===== src/rtl/debugger_frame_tx_pkg.sv =====
// Shared debugger definitions: transmit FSM states, dump header codes and
// byte-geometry helpers used by the frame serializer and its byte mux.
package debugger_frame_tx_pkg;

    typedef enum logic [2:0] {
        ST_IDLE,
        ST_HEADER,
        ST_DATA,
        ST_CHECKSUM,
        ST_DONE
    } tx_state_e;

    localparam logic [7:0] REG_DUMP = 8'hA5;
    localparam logic [7:0] MEM_DUMP = 8'h5A;

    localparam int BYTE_W         = 8;
    localparam int BYTES_PER_WORD = 32 / BYTE_W;

    function automatic int bytes_per_word(input int word_size);
        return word_size / BYTE_W;
    endfunction

endpackage


===== src/rtl/debugger_byte_mux.sv =====
// Selects byte n of a latched snapshot; words in ascending order, each word
// emitted most-significant byte first.
module debugger_byte_mux
    import debugger_frame_tx_pkg::*;
#(
    parameter int WORD_SIZE = 32,
    parameter int N_WORDS   = 32,
    parameter int IDX_W     = 7
) (
    input  logic [N_WORDS*WORD_SIZE-1:0] snapshot,
    input  logic [IDX_W-1:0]             byte_idx,
    output logic [BYTE_W-1:0]            byte_sel
);

    localparam int BPW     = bytes_per_word(WORD_SIZE);
    localparam int N_BYTES = N_WORDS * BPW;

    logic [N_BYTES-1:0][BYTE_W-1:0] byte_arr;

    // Flatten to stream order so the index is simply the payload byte count.
    for (genvar w = 0; w < N_WORDS; w++) begin : g_word
        for (genvar b = 0; b < BPW; b++) begin : g_byte
            assign byte_arr[w*BPW + b] = snapshot[w*WORD_SIZE + (BPW-1-b)*BYTE_W +: BYTE_W];
        end
    end

    assign byte_sel = byte_arr[byte_idx];

endmodule


===== src/rtl/debugger_frame_tx.sv =====
// Frames a latched debug snapshot as header, big-endian payload bytes and an
// XOR checksum, written to the UART tx FIFO with full-flag back-pressure.
module debugger_frame_tx
    import debugger_frame_tx_pkg::*;
#(
    parameter int UART_BUS_SIZE = 8,
    parameter int WORD_SIZE     = 32,
    parameter int N_WORDS       = 32,
    parameter int DATA_BUS_SIZE = N_WORDS * WORD_SIZE
) (
    input  logic                     i_clk,
    input  logic                     i_reset,
    input  logic                     i_start,
    input  logic [UART_BUS_SIZE-1:0] i_header,
    input  logic [DATA_BUS_SIZE-1:0] i_data_bus,
    input  logic                     i_uart_full,
    output logic                     o_uart_wr,
    output logic [UART_BUS_SIZE-1:0] o_uart_data_wr,
    output logic                     o_busy,
    output logic                     o_done
);

    localparam int N_BYTES = N_WORDS * bytes_per_word(WORD_SIZE);
    localparam int IDX_W   = (N_BYTES > 1) ? $clog2(N_BYTES) : 1;
    localparam logic [IDX_W-1:0] LAST_IDX = IDX_W'(N_BYTES - 1);

    tx_state_e                state, state_nxt;
    logic [DATA_BUS_SIZE-1:0] snap;
    logic [UART_BUS_SIZE-1:0] header_q;
    logic [UART_BUS_SIZE-1:0] csum;
    logic [IDX_W-1:0]         idx;
    logic [BYTE_W-1:0]        payload_byte;

    debugger_byte_mux #(
        .WORD_SIZE(WORD_SIZE),
        .N_WORDS  (N_WORDS),
        .IDX_W    (IDX_W)
    ) u_byte_mux (
        .snapshot(snap),
        .byte_idx(idx),
        .byte_sel(payload_byte)
    );

    // The presented byte depends only on state, so it holds steady across stalls.
    always_comb begin
        state_nxt      = state;
        o_uart_wr      = 1'b0;
        o_uart_data_wr = '0;
        o_busy         = 1'b0;
        o_done         = 1'b0;
        unique case (state)
            ST_IDLE: begin
                if (i_start) state_nxt = ST_HEADER;
            end
            ST_HEADER: begin
                o_busy         = 1'b1;
                o_uart_data_wr = header_q;
                o_uart_wr      = !i_uart_full;
                if (!i_uart_full) state_nxt = ST_DATA;
            end
            ST_DATA: begin
                o_busy         = 1'b1;
                o_uart_data_wr = payload_byte;
                o_uart_wr      = !i_uart_full;
                if (!i_uart_full && idx == LAST_IDX) state_nxt = ST_CHECKSUM;
            end
            ST_CHECKSUM: begin
                o_busy         = 1'b1;
                o_uart_data_wr = csum;
                o_uart_wr      = !i_uart_full;
                if (!i_uart_full) state_nxt = ST_DONE;
            end
            ST_DONE: begin
                o_done    = 1'b1;
                state_nxt = ST_IDLE;
            end
            default: state_nxt = ST_IDLE;
        endcase
    end

    always_ff @(posedge i_clk) begin
        if (i_reset) begin
            state    <= ST_IDLE;
            snap     <= '0;
            header_q <= '0;
            csum     <= '0;
            idx      <= '0;
        end else begin
            state <= state_nxt;
            if (state == ST_IDLE && i_start) begin
                snap     <= i_data_bus;
                header_q <= i_header;
                csum     <= '0;
                idx      <= '0;
            end
            if (o_uart_wr) csum <= csum ^ o_uart_data_wr;
            // Terminal index is left in place; the next start reloads it.
            if (o_uart_wr && state == ST_DATA && idx != LAST_IDX) idx <= idx + 1'b1;
        end
    end

endmodule


===== config.mk =====
export PLATFORM = sky130hd
export DESIGN_NAME = debugger_frame_tx
export DESIGN_NICKNAME = d
export VERILOG_FILES = /design/src/rtl/debugger_frame_tx_pkg.sv /design/src/rtl/debugger_byte_mux.sv /design/src/rtl/debugger_frame_tx.sv
export SDC_FILE = /design/constraint.sdc
export NUM_CORES = 2
export LEC_CHECK = 0
export ABC_AREA = 1
export BUFFER_PORTS_ARGS = -buffer_cell sky130_fd_sc_hd__buf_4
export CAP_MARGIN = 15
export CORE_AREA = 8 8 399 401
export DETAILED_ROUTE_END_ITERATION = 16
export DIE_AREA = 0 0 407 409
export PLACE_DENSITY = 0.61
export SLEW_MARGIN = 30
export SYNTH_ARGS = -nofsm -noshare
export SYNTH_HDL_FRONTEND = slang
export SYNTH_SLANG_ARGS = --single-unit

===== constraint.sdc =====
create_clock -name i_clk -period 5.38 [get_ports i_clk]
set_clock_uncertainty 0.15 [all_clocks]
set_input_delay 0.807 -clock i_clk [delete_from_list [all_inputs] [get_ports i_clk]]
set_output_delay 0.807 -clock i_clk [all_outputs]
set_load 0.02 [all_outputs]

==> metrics.md <==
| Metric | Value |
|---|---|
| Outcome | `complete, no violations` |
| Yosys Warn Count | `0` |
| Slowest cell on the critical path | `dfxtp_4` |
| Design Area, Final | `59320 um^2` |
| DIE HEIGHT | `409 um` |
| DP Wirelength | `161300 um` |
| Worst hold path type | `in2reg` |
| Post-layout net count | `8648` |
| 1st-pass router iterations | `7` |
| Core box area | `153000 um^2` |
| Peak VDD IR | `342.4 uV` |
| Final wirelength | `224600 um` |
| # resized after CTS | `0` |
| Commonest non-fill, non-tap cell in the layout | `nor2_1` |
| GRT overflow | `0` |
| # Post-CTS Setup Buffers | `0` |
| Post-synthesis average cell area | `6.681 um^2` |
| Clk pin slew, worst setup/hold paths | `0.06 ns` |
| Sequential element share of the synthesized area | `0.4546` |
| Row count | `144` |
| Synth top area share | `0.4546` |
| Layout cells sized above 1 | `0.1755` |
| WP data arrival | `3.99 ns` |
| Final setup viols | `0` |
| Unique masters post-synth | `23` |
| Dominant cell type by area after synthesis | `dfxtp_1` |
| Crit. Startpoint | `idx[0]$_SDFFE_PP0P_` |
| Die Width | `407 um` |
| Post-synthesis sequential element count | `1050` |
| Die Area | `166500 um^2` |
| Worst-path cell chain | `buf_12, nand2_1, nand3_1, nand3_1, nand3_1, nand3_1, nand2_1, nand2_1, nand3_1, nand3_1, nand2_2, buf_4` |
| Clk_lat worst skew | `0.75 ns` |
| Total GRT Usage | `0.2539` |
| Gp weighted congestion | `0.9145` |
| Crit-path max FO | `133` |
| Post-route ant nets | `0` |
| Final setup TNS | `0 ns` |
| Leakage power figure | `26.05 nW` |
| CP required | `4.42 ns` |
| RSZ-0062 raised after global routing | `false` |
| Most frequent cells in the layout | `nor2_1 (2059), buf_4 (1116), nand2_1 (1088)` |
| Rel. slew slack | `0.3296` |
| Worst reg2reg path depth | `12` |
| Sink Count | `1050` |
| WHS | `0.1265 ns` |
| TritonCTS clock tree | `done` |
| Clock Path Buffers | `3` |
| Worst slew pin tran | `1.006 ns` |
| Reg2reg end | `idx[1]$_SDFFE_PP0P_` |
| Max incr delay on CP | `0.59 ns` |
| Synthesized area | `46230 um^2` |
| Layout Area Growth over Synthesis | `28.29%` |
| Startpoint types | `flip-flop` |
| PD cells | `478.9 nW/um^2` |
| Worst slack, placed | `0.8723 ns` |
| Area contributors post-synth | `dfxtp_1 (45%), nor2_1 (17%), o21ai_0 (11%)` |
| Cts hold-fix bufs | `0` |
| Num CTS Buffers | `117` |
| Initial DRC count | `5704` |
| CP endpoint | `o_uart_data_wr[2]` |
| Max Slew Vio Count | `0` |
| Post-Syn Nets | `7957` |
| Mapped Cells | `6920` |
| # IOs | `1047` |
| Final WS setup | `0.4309 ns` |
| Crit-path most repeated cell | `nand3_1` |
| First-pass GRT wire length | `322800 um` |
| Wirelength per Cell | `22.96 um` |
| Largest net degree at the start of global routing | `264` |
| Period minus WS final | `4.949 ns` |
| DR vias | `50130` |
| CTS HTree Levels | `3` |
| Flop2flop setup slack | `1.73 ns` |
| Via density | `5.126` |
| F_max | `0.2021 GHz` |
| Total of max-cap violations | `0` |
| Initial antenna violation count | `36` |
| Port Buffers | `1046` |
| Reg2reg start | `idx[0]$_SDFFE_PP0P_` |
| Drt drc | `0` |
| Initial Utilization | `0.3023` |
| CP endpoint kind | `primary output` |
| Final hold violation count | `0` |
| Final Cycle Share | `0.9199` |
| Vias in the first global route | `48570` |
| Root Driver | `clkbuf_16` |
| CP Class | `reg2out` |
| Placed cell areas | `55080 um^2` |
==> how the worst min path moves through the flow <==
stage                     slack, ns                      to                   start  cells after the start
final                          0.13  snap[722]$_SDFFE_PP0P_         i_data_bus[722]                      3
after global routing           0.09  snap[697]$_SDFFE_PP0P_         i_data_bus[697]                      3
after CTS                      0.05  snap[486]$_SDFFE_PP0P_         i_data_bus[486]                      3
after detailed placement       0.29  snap[922]$_SDFFE_PP0P_  snap[922]$_SDFFE_PP0P_                      2
after global placement         0.28  snap[159]$_SDFFE_PP0P_  snap[159]$_SDFFE_PP0P_                      2
after floorplan                0.27  snap[152]$_SDFFE_PP0P_  snap[152]$_SDFFE_PP0P_                      2
==> metal layers <==
layer	part of all wire	vias to the layer above	track usage
li1	-	23890	-
met1	0.42	23740	0.3294
met2	0.47	2131	0.4186
met3	0.071	365	0.04290
met4	0.042	8	0.1002
met5	0.00022	-	0
==> synth_stat cells (all sizes together) <==
cell / n
clkinv: 2
nand2: 1092
nor3: 6
a221oi: 2
xor2: 1
a21oi: 55
o31ai: 1
nor2: 2059
o21ai: 1053
buf: 251
inv: 46
nand3: 979
clkbuf: 321
ha: 1
a211oi: 1
dfxtp: 1050
==> per-stage QoR <==
step,total power [mW],std cells,utilization
after floorplan,16.48,6920,-
after global placement,19.78,9534,0.3601
after detailed placement,19.83,9534,0.3601
after CTS,28.44,9752,0.3868
after global routing,30.08,9773,0.3876
final,28.41,9781,0.3878
==> cell type report <==
class                      instances  area, um^2
antenna                           27       67.56
clock buffer                     173        3441
clock inverter                    45       651.9
fill                           16170       93650
inverter                          48       217.7
multi-input combinational       5250       22380
sequential                      1050       21040
tap                             2044        2557
timing repair buffer            1144        8961
==> report_power, final <==
part / total [mW] / internal, mW / switching, mW
Sequential: 11.4 / 10.1 / 1.33
Combinational: 8.45 / 2.65 / 5.80
Clock: 8.54 / 4.98 / 3.55
==> flip-flops by register name (all words and copies together), names as in the netlist <==
signal    cells
csum          8
header_q      8
snap       1024
idx           7
state         3
==> worst max-delay path, delay by kind of cell, from the launching register on <==
kind	cells	cell delay [ns]
flops	1	0.59
simple gates	10	1.81
buf+inv	2	0.62
==> kinds of logic (layout without fill, tap and decap cells) <==
family | count (synthesis) | after routing | share of synthesized area
other cells | 0 | 27 | 0
xor+xnor | 1 | 1 | 0.0001895
compound gates | 1112 | 1112 | 0.1206
fa+ha+maj | 1 | 1 | 0.0002706
buf+inv | 620 | 1410 | 0.06135
simple gates | 4136 | 4136 | 0.3629
flops | 1050 | 1050 | 0.4546
(Power assumes the default switching activity.)
